File: src/rtl/pipeline_hazard_ctrl_if.sv
// Hazard-controller bundle: decode/execute hazard inputs and the pipeline
// stall/flush controls plus the lost-cycle performance counter.
interface pipeline_hazard_ctrl_if #(
    parameter int REG_W = 4,
    parameter int CNT_W = 16
);
    logic [REG_W-1:0] rs1_id;
    logic [REG_W-1:0] rs2_id;
    logic             rs2_used_id;
    logic [REG_W-1:0] rd_ex;
    logic             wbs_ex;
    logic             mm_ex;
    logic             branch_taken_ex;
    logic             mem_busy;
    logic             stall_fd;
    logic             flush_fd;
    logic             stall_de;
    logic             flush_de;
    logic             stall_em;
    logic [CNT_W-1:0] lost_cycles;

    // Pipeline side: supplies hazard information, consumes controls.
    modport master (
        output rs1_id, rs2_id, rs2_used_id, rd_ex, wbs_ex, mm_ex,
               branch_taken_ex, mem_busy,
        input  stall_fd, flush_fd, stall_de, flush_de, stall_em, lost_cycles
    );

    // Controller side.
    modport slave (
        input  rs1_id, rs2_id, rs2_used_id, rd_ex, wbs_ex, mm_ex,
               branch_taken_ex, mem_busy,
        output stall_fd, flush_fd, stall_de, flush_de, stall_em, lost_cycles
    );
endinterface

File: src/rtl/pipeline_hazard_ctrl.sv
// Hazard and sequencing controller for the 16-bit pipelined CPU.
// Mealy stall/flush controls for load-use, taken-branch and memory-wait
// hazards, plus a saturating count of lost (stalled or flushed) cycles.
module pipeline_hazard_ctrl #(
    parameter int REG_W      = 4,
    parameter int LOAD_STALL = 1,
    parameter int CNT_W      = 16
) (
    input  logic                   clk,
    input  logic                   rst,
    pipeline_hazard_ctrl_if.slave  bus
);
    localparam int BW = 3;  // enough for up to 7 bubbles

    typedef enum logic [1:0] {
        S_RUN,
        S_LOAD_STALL,
        S_MEM_WAIT
    } state_t;

    state_t           state_q, state_d;
    logic [BW-1:0]    bub_q, bub_d;
    logic [CNT_W-1:0] lost_q;

    logic [REG_W-1:0] rs1_id, rs2_id, rd_ex;
    logic             lu;
    logic             stall_fd_c, flush_fd_c, stall_de_c, flush_de_c, stall_em_c;
    logic             lost_inc;

    assign rs1_id = bus.rs1_id;
    assign rs2_id = bus.rs2_id;
    assign rd_ex  = bus.rd_ex;

    // Load in execute whose destination is read by the instruction in decode.
    assign lu = bus.mm_ex & bus.wbs_ex & (rd_ex != '0) &
                ((rd_ex == rs1_id) | (bus.rs2_used_id & (rd_ex == rs2_id)));

    // Next-state and control decode; priority is mem_busy > branch > load-use.
    always_comb begin
        state_d    = state_q;
        bub_d      = bub_q;
        stall_fd_c = 1'b0;
        flush_fd_c = 1'b0;
        stall_de_c = 1'b0;
        flush_de_c = 1'b0;
        stall_em_c = 1'b0;
        unique case (state_q)
            // RUN and the release cycle of MEM_WAIT are evaluated the same way;
            // in RUN the bubble counter is always zero, so the fall-through
            // target below only differs when a wait interrupted a load stall.
            S_RUN, S_MEM_WAIT: begin
                if (bus.mem_busy) begin
                    stall_fd_c = 1'b1;
                    stall_de_c = 1'b1;
                    stall_em_c = 1'b1;
                    state_d    = S_MEM_WAIT;
                end else if (bus.branch_taken_ex) begin
                    flush_fd_c = 1'b1;
                    flush_de_c = 1'b1;
                    bub_d      = '0;
                    state_d    = S_RUN;
                end else if (lu) begin
                    stall_fd_c = 1'b1;
                    flush_de_c = 1'b1;
                    bub_d      = BW'(LOAD_STALL - 1);
                    state_d    = (LOAD_STALL > 1) ? S_LOAD_STALL : S_RUN;
                end else begin
                    state_d = (bub_q != '0) ? S_LOAD_STALL : S_RUN;
                end
            end
            S_LOAD_STALL: begin
                if (bus.mem_busy) begin
                    // Counter is left untouched so bubbles resume after the wait.
                    stall_fd_c = 1'b1;
                    stall_de_c = 1'b1;
                    stall_em_c = 1'b1;
                    state_d    = S_MEM_WAIT;
                end else if (bus.branch_taken_ex) begin
                    flush_fd_c = 1'b1;
                    flush_de_c = 1'b1;
                    bub_d      = '0;
                    state_d    = S_RUN;
                end else begin
                    stall_fd_c = 1'b1;
                    flush_de_c = 1'b1;
                    if (bub_q <= 3'd1) begin
                        bub_d   = '0;
                        state_d = S_RUN;
                    end else begin
                        bub_d = bub_q - 3'd1;
                    end
                end
            end
            default: begin
                state_d = S_RUN;
                bub_d   = '0;
            end
        endcase
    end

    // Controls are forced low for as long as reset is held.
    assign bus.stall_fd = stall_fd_c & ~rst;
    assign bus.flush_fd = flush_fd_c & ~rst;
    assign bus.stall_de = stall_de_c & ~rst;
    assign bus.flush_de = flush_de_c & ~rst;
    assign bus.stall_em = stall_em_c & ~rst;

    assign lost_inc = bus.stall_fd | bus.flush_fd | bus.flush_de;

    // FSM state and pending-bubble counter.
    always_ff @(posedge clk or posedge rst) begin
        if (rst) begin
            state_q <= S_RUN;
            bub_q   <= '0;
        end else begin
            state_q <= state_d;
            bub_q   <= bub_d;
        end
    end

    // Saturating lost-cycle counter.
    always_ff @(posedge clk or posedge rst) begin
        if (rst) begin
            lost_q <= '0;
        end else if (lost_inc && (lost_q != '1)) begin
            lost_q <= lost_q + 1'b1;
        end
    end

    assign bus.lost_cycles = lost_q;
endmodule

File: src/flat_wrapper.sv
// flat-port wrapper written by rule: the top's interface ports become plain ports
module pipeline_hazard_ctrl_flat 
#(
    parameter int REG_W      = 4,
    parameter int LOAD_STALL = 1,
    parameter int CNT_W      = 16
)
  (clk, rst, bus_rs1_id, bus_rs2_id, bus_rs2_used_id, bus_rd_ex, bus_wbs_ex, bus_mm_ex, bus_branch_taken_ex, bus_mem_busy, bus_stall_fd, bus_flush_fd, bus_stall_de, bus_flush_de, bus_stall_em, bus_lost_cycles);
  pipeline_hazard_ctrl_if #(.REG_W(REG_W), .CNT_W(CNT_W)) bus_i ();
  input  logic clk;
  input  logic rst;
  input wire logic [$bits(bus_i.rs1_id)-1:0] bus_rs1_id;
  input wire logic [$bits(bus_i.rs2_id)-1:0] bus_rs2_id;
  input wire logic [$bits(bus_i.rs2_used_id)-1:0] bus_rs2_used_id;
  input wire logic [$bits(bus_i.rd_ex)-1:0] bus_rd_ex;
  input wire logic [$bits(bus_i.wbs_ex)-1:0] bus_wbs_ex;
  input wire logic [$bits(bus_i.mm_ex)-1:0] bus_mm_ex;
  input wire logic [$bits(bus_i.branch_taken_ex)-1:0] bus_branch_taken_ex;
  input wire logic [$bits(bus_i.mem_busy)-1:0] bus_mem_busy;
  output wire logic [$bits(bus_i.stall_fd)-1:0] bus_stall_fd;
  output wire logic [$bits(bus_i.flush_fd)-1:0] bus_flush_fd;
  output wire logic [$bits(bus_i.stall_de)-1:0] bus_stall_de;
  output wire logic [$bits(bus_i.flush_de)-1:0] bus_flush_de;
  output wire logic [$bits(bus_i.stall_em)-1:0] bus_stall_em;
  output wire logic [$bits(bus_i.lost_cycles)-1:0] bus_lost_cycles;
  assign bus_i.rs1_id = bus_rs1_id;
  assign bus_i.rs2_id = bus_rs2_id;
  assign bus_i.rs2_used_id = bus_rs2_used_id;
  assign bus_i.rd_ex = bus_rd_ex;
  assign bus_i.wbs_ex = bus_wbs_ex;
  assign bus_i.mm_ex = bus_mm_ex;
  assign bus_i.branch_taken_ex = bus_branch_taken_ex;
  assign bus_i.mem_busy = bus_mem_busy;
  assign bus_stall_fd = bus_i.stall_fd;
  assign bus_flush_fd = bus_i.flush_fd;
  assign bus_stall_de = bus_i.stall_de;
  assign bus_flush_de = bus_i.flush_de;
  assign bus_stall_em = bus_i.stall_em;
  assign bus_lost_cycles = bus_i.lost_cycles;
  pipeline_hazard_ctrl #(.REG_W(REG_W), .LOAD_STALL(LOAD_STALL), .CNT_W(CNT_W)) u_core (.clk(clk), .rst(rst), .bus(bus_i));
endmodule
File: config.mk
export PLATFORM = sky130hd
export DESIGN_NAME = pipeline_hazard_ctrl_flat
export DESIGN_NICKNAME = d
export VERILOG_FILES = /design/src/rtl/pipeline_hazard_ctrl_if.sv /design/src/rtl/pipeline_hazard_ctrl.sv /design/src/flat_wrapper.sv
export SDC_FILE = /design/constraint.sdc
export NUM_CORES = 1
export LEC_CHECK = 0
export CAP_MARGIN = 20
export CORE_MARGIN = 3
export CORE_UTILIZATION = 49
export DETAILED_ROUTE_END_ITERATION = 6
export PLACE_DENSITY = 0.92
export SLEW_MARGIN = 20
export SYNTH_ARGS = -nofsm -noshare
export SYNTH_HDL_FRONTEND = slang
export SYNTH_SLANG_ARGS = --single-unit
File: constraint.sdc
create_clock -name clk -period 3.3 [get_ports clk]
set_input_delay 0.495 -clock clk [delete_from_list [all_inputs] [get_ports clk]]
set_output_delay 0.495 -clock clk [all_outputs]
set_load 0.01 [all_outputs]
# Word level (Yosys, flattened, before mapping)
# Index checks and enable logic that the tools add are counted.
[classes]
add_sub_neg = 2
magnitude_cmp = 1
n_eq_ne = 9
mux = 30
n_bitwise = 12
n_reduce_logical = 7
[ops]
columns = ["operator", "count"]
rows = [
  ["$mux W3", 6],
  ["$add A16 B1 Y16 const B", 1],
  ["$ne A16 B16 Y1 const B", 1],
  ["$mux W1", 14],
  ["$mux W2", 6],
  ["$and A1 B1 Y1", 8],
  ["$eq A4 B4 Y1", 2],
  ["$pmux W3 S2", 1],
  ["$ne A2 B2 Y1 const B", 2],
  ["$ne A4 B3 Y1 const B", 1],
  ["$pmux W1 S2", 2],
  ["$pmux W2 S2", 1],
  ["$reduce_bool A4 Y1", 1],
  ["$le A3 B1 Y1 const B", 1],
  ["$ne A3 B2 Y1 const B", 1],
  ["$or A1 B1 Y1", 3],
  ["$reduce_and A3 Y1", 1],
  ["$reduce_bool A3 Y1", 1],
  ["$reduce_or A3 Y1", 1],
  ["$sub A3 B1 Y3 const B", 1],
  ["$eq A2 B1 Y1 const B", 1],
  ["$eq A2 B2 Y1 const B", 1],
  ["$logic_not A2 Y1", 1],
  ["$reduce_or A2 Y1", 1],
  ["2 further kinds", 2],
]
[word_totals]
register_bits = 21
input_bits = 19
out_inout_bits = 21
wordCells = 64

# Depth between registers and ports, before layout
[depth]
ltp_word = 12
mapped_depth = 8
ltp_nobuf = 7

# Worst setup path after synthesis
# OpenSTA, ideal clock, no wires.
[synth_timing]
path_type = "input to output"
from = "input bus_rd_ex[1]"
to = "output bus_flush_de"
arrival_time_ns = 1.541
t_required_ns = 2.805
setup_slack_ns = 1.264
cell_stages = 4
path_buffers = 0
cell_sequence = "nor4_1 -> nor2_1 -> a211oi_1 -> nor3_1"
[synth_between]
elab_chain_cells = 9
word_cells_on_any_way = 12
classes_between = "eq/ne: 2; mux: 4; bitwise: 5; reduce/logical: 1"
[synth_rtl]
columns = ["item", "line_no", "source"]
rows = [
  ["from (decl)", "flat_wrapper.sv:15", "input wire logic [$bits(bus_i.rd_ex)-1:0] bus_rd_ex;"],
  ["$eq A4 B4 Y1", "pipeline_hazard_ctrl.sv:36", "((rd_ex == rs1_id) | (bus.rs2_used_id & (rd_ex == rs2_id)));"],
  ["$and A1 B1 Y1", "pipeline_hazard_ctrl.sv:36", ""],
  ["$or A1 B1 Y1", "pipeline_hazard_ctrl.sv:36", ""],
  ["$and A1 B1 Y1 *", "pipeline_hazard_ctrl.sv:35", "assign lu = bus.mm_ex & bus.wbs_ex & (rd_ex != '0) &"],
  ["$mux W1 *", "pipeline_hazard_ctrl.sv:62", "end else if (lu) begin"],
  ["$mux W1 *", "pipeline_hazard_ctrl.sv:57", "end else if (bus.branch_taken_ex) begin"],
  ["$mux W1 *", "pipeline_hazard_ctrl.sv:52", "if (bus.mem_busy) begin"],
  ["$pmux W1 S2 *", "pipeline_hazard_ctrl.sv:47", "unique case (state_q)"],
  ["$and A1 B1 Y1 *", "pipeline_hazard_ctrl.sv:105", "assign bus.flush_de = flush_de_c & ~rst;"],
  ["to (decl)", "flat_wrapper.sv:23", "output wire logic [$bits(bus_i.flush_de)-1:0] bus_flush_de;"],
]
# Mark *: on every way between the ends. The rest lies on a longest branch, timed or not.

# Final worst setup path
[layout_timing]
from = "input bus_rd_ex[2]"
to = "output bus_flush_de"
# The elaborated chain is that of the path after synthesis.

==> summary.txt <==
Status
  • Status: finished, final reports clean

Power
  • Pleak: 0.694 nW
  • Peak VDD IR: 371 µV
  • PwrDens: 420 nW/µm²

Worst setup path
  • CP Max Fanout: 4
  • Worst r2r dst: u_core.bus.lost_cycles[1]
  • Setup crit end kind: output port
  • R2R cell count: 5
  • FF-to-FF Start: u_core.state_q[0]
  • CP Class: in2out
  • Crit-path slowest cell: clkdlybuf4s50_1
  • CP peak stage delay: 0.55 ns
  • Crit path launch type: primary input
  • Crit path arrival time: 2.56 ns
  • Worst Path Required: 2.80 ns
  • Worst reg-to-reg setup slack: 1.13 ns
  • Most used cell, CP: clkdlybuf4s50_1
  • Critical-path cell list: clkdlybuf4s50_1 > xor2_1 > nor4_1 > a21o_1 > a211oi_1 > nor3_1 > clkdlybuf4s50_1

Floorplan
  • Initial Util: 53.6%
  • Die width: 56.2 µm
  • Core area: 2300 µm²
  • I/O pins: 40
  • DIE AREA: 3150 µm²
  • Die Y: 56.2 µm
  • Std cell rows: 17

Drt
  • TritonRoute pass-1 iters: 4
  • Antenna Nets Post-Route: 0
  • Routed WL per cell: 14.0 µm
  • Drt total wl: 2690 µm
  • Vias: 1088
  • DRC viols: 0
  • DR vias/cell: 5.67
  • Detailed Route Iter0 Violations: 29

Layout
  • Fin util: 73.0%
  • Area grow syn2layout: 36.0%
  • Layout cells sized above 1: 6.71%
  • Most common cell after layout, fill and taps aside: clkdlybuf4s50_1
  • Final nets: 188
  • # fillers: 154
  • Most frequent cells in the layout: clkdlybuf4s50_1 (39), dfrtp_1 (21), xnor2_1 (13)
  • Antenna Cells: 0

CTS
  • Clk slew on worst S/H paths: 0.11 ns
  • Clk_lat worst skew: 0.31 ns
  • Root Buffer: clkbuf_4
  • Num CTS Buffers: 3
  • Hold-fix buffers, CTS: 0
  • # H-tree levels: 1
  • Clk sink count: 21
  • Largest buffer count on any clock path: 2
  • CTS tree: done
  • Cts repair resizes: 0
  • Post-CTS Setup Bufs: 0

Synthesis
  • Mean area per synthesized cell: 10.1 µm²
  • Netlist cell types: 32
  • Post-synthesis sequential area ratio: 42.6%
  • Async set or reset register ratio after synthesis: 100%
  • Dominant synthesized flop cell: dfrtp_1
  • Ys Warns: 0
  • Cells after Synth: 122
  • Post-Syn Nets: 145
  • Post-synth EDFFs: 0
  • Yosys reg bits: 21
  • Synth Cell Area: 1230 µm²

STA
  • Clk_skew: 0.00313 ns
  • Fin crit period: 3.06 ns
  • Setup TNS: 0 ns
  • Max Fclk: 327 MHz
  • Final hold violations: 0
  • Slew HR: 66.4%
  • Final Cycle Share: 92.6%
  • Setup violators final: 0
  • Slew @ Worst Pin: 0.499 ns
  • Min Hold Slack: 0.500 ns
  • RSZ-0062 raised after global routing: false
  • Slew Viols, Final: 0

GRT
  • Initial antenna violation count: 0
  • Pin count of the biggest net entering global routing: 22
  • Total grt overflow: 0
  • GRT Util Overall: 18.6%
  • First-pass GRT wire length: 4740 µm
  • Number of global-route vias before repair: 1095

Placement
  • GP Congestion: 0.862
  • I/O Buffers: 39
  • Final HPWL DP: 2120 µm

Hold path
  • HP Start: u_core.bub_q[1]
  • Hold path endpoint: u_core.bub_q[1]
  • Hold Path Class: reg2reg
  • Hold depth: 1

Flow run
  • MaxCap Viol Count: 0
==> Yosys cell counts, types with 2 or more instances <==
library cell / instances / area, µm²
o21ai_0: 5 / 25.0
nor3b_1: 2 / 15.0
nor2_1: 5 / 18.8
mux2_2: 2 / 22.5
or2_2: 2 / 12.5
nor3_1: 2 / 10.0
and2_1: 2 / 12.5
xnor2_1: 13 / 114
nand2_1: 6 / 22.5
xor2_1: 8 / 70.1
inv_1: 6 / 22.5
nor4_1: 3 / 18.8
ha_1: 4 / 50.1
a21oi_1: 5 / 25.0
nand3_1: 8 / 40.0
a21o_1: 2 / 15.0
and3_1: 5 / 31.3
dfrtp_1: 21 / 526
nand4_1: 8 / 50.1
==> per-layer routing <==
metal | GRT usage [%] | vias to the layer above | wire (µm)
li1 | - | 520 | -
met1 | 22.6 | 509 | 1130
met2 | 33.4 | 56 | 1340
met3 | 3.48 | 3 | 183
met4 | 5.08 | 0 | 32
met5 | 0 | - | 0
==> critical path: cells and delay by family <==
kind | cells | cell delay, ns
compound gates | 2 | 0.65
simple gates | 2 | 0.17
xor+xnor | 1 | 0.20
buf+inv | 2 | 1.05
==> registers in the layout (all words and copies together) (netlist names) <==
name	flops
u_core.bus.lost_cycles	16
u_core.bub_q	3
u_core.state_q	2
==> layout make-up <==
| cell class | instances | area (µm²) | area share, % |
|---|---|---|---|
| Sequential cell | 21 | 526 | 31.3 |
| Multi-Input combinational cell | 92 | 662 | 39.5 |
| Inverter | 6 | 22.5 | 1.34 |
| Clock buffer | 4 | 26.3 | 1.57 |
| Tap cell | 28 | 35.0 | 2.09 |
| Timing Repair Buffer | 41 | 405 | 24.2 |
==> metrics by stage <==
step	instances	instance area (µm²)	worst slack, ns	total power, W
finish	192	1680	0.243	0.000705
global route	192	1680	0.113	0.000748
CTS	192	1680	0.271	0.000709
detailed placement	188	1650	0.290	0.000589
global placement	188	1650	0.335	0.000572
floorplan	122	1230	1.26	0.000453
==> power breakdown <==
group	switching [W]	total (W)	internal [W]
registers	0.0000517	0.000348	0.000296
logic	0.0000950	0.000233	0.000138
clock network	0.0000767	0.000124	0.0000473
total	0.000223	0.000705	0.000481
==> cell families (layout without fill, tap and decap cells) <==
logic type	after synthesis	after routing	synth area share, %
AND/OR/NAND/NOR	44	44	19.3
AO/OA/AOI/OAI	21	21	13.6
XOR/XNOR	21	21	14.9
flip-flops	21	21	42.6
buffers and inverters	9	51	3.65
adder cells (fa/ha/maj)	4	4	4.06
multiplexers	2	2	1.83
==> worst max-delay path by stage <==
stage	startpoint	end	slack, ns	cells after the start
5_1_grt	bus_rd_ex[0]	bus_flush_de	0.11	7
3_5_place_dp	bus_rd_ex[3]	bus_flush_de	0.29	7
2_1_floorplan	bus_rd_ex[1]	bus_flush_de	1.26	4
4_1_cts	bus_rd_ex[3]	bus_flush_de	0.27	7
6_report	bus_rd_ex[2]	bus_flush_de	0.24	7
3_3_place_gp	bus_rd_ex[3]	bus_flush_de	0.34	7
Note: power is estimated with default switching activity, not from simulation.
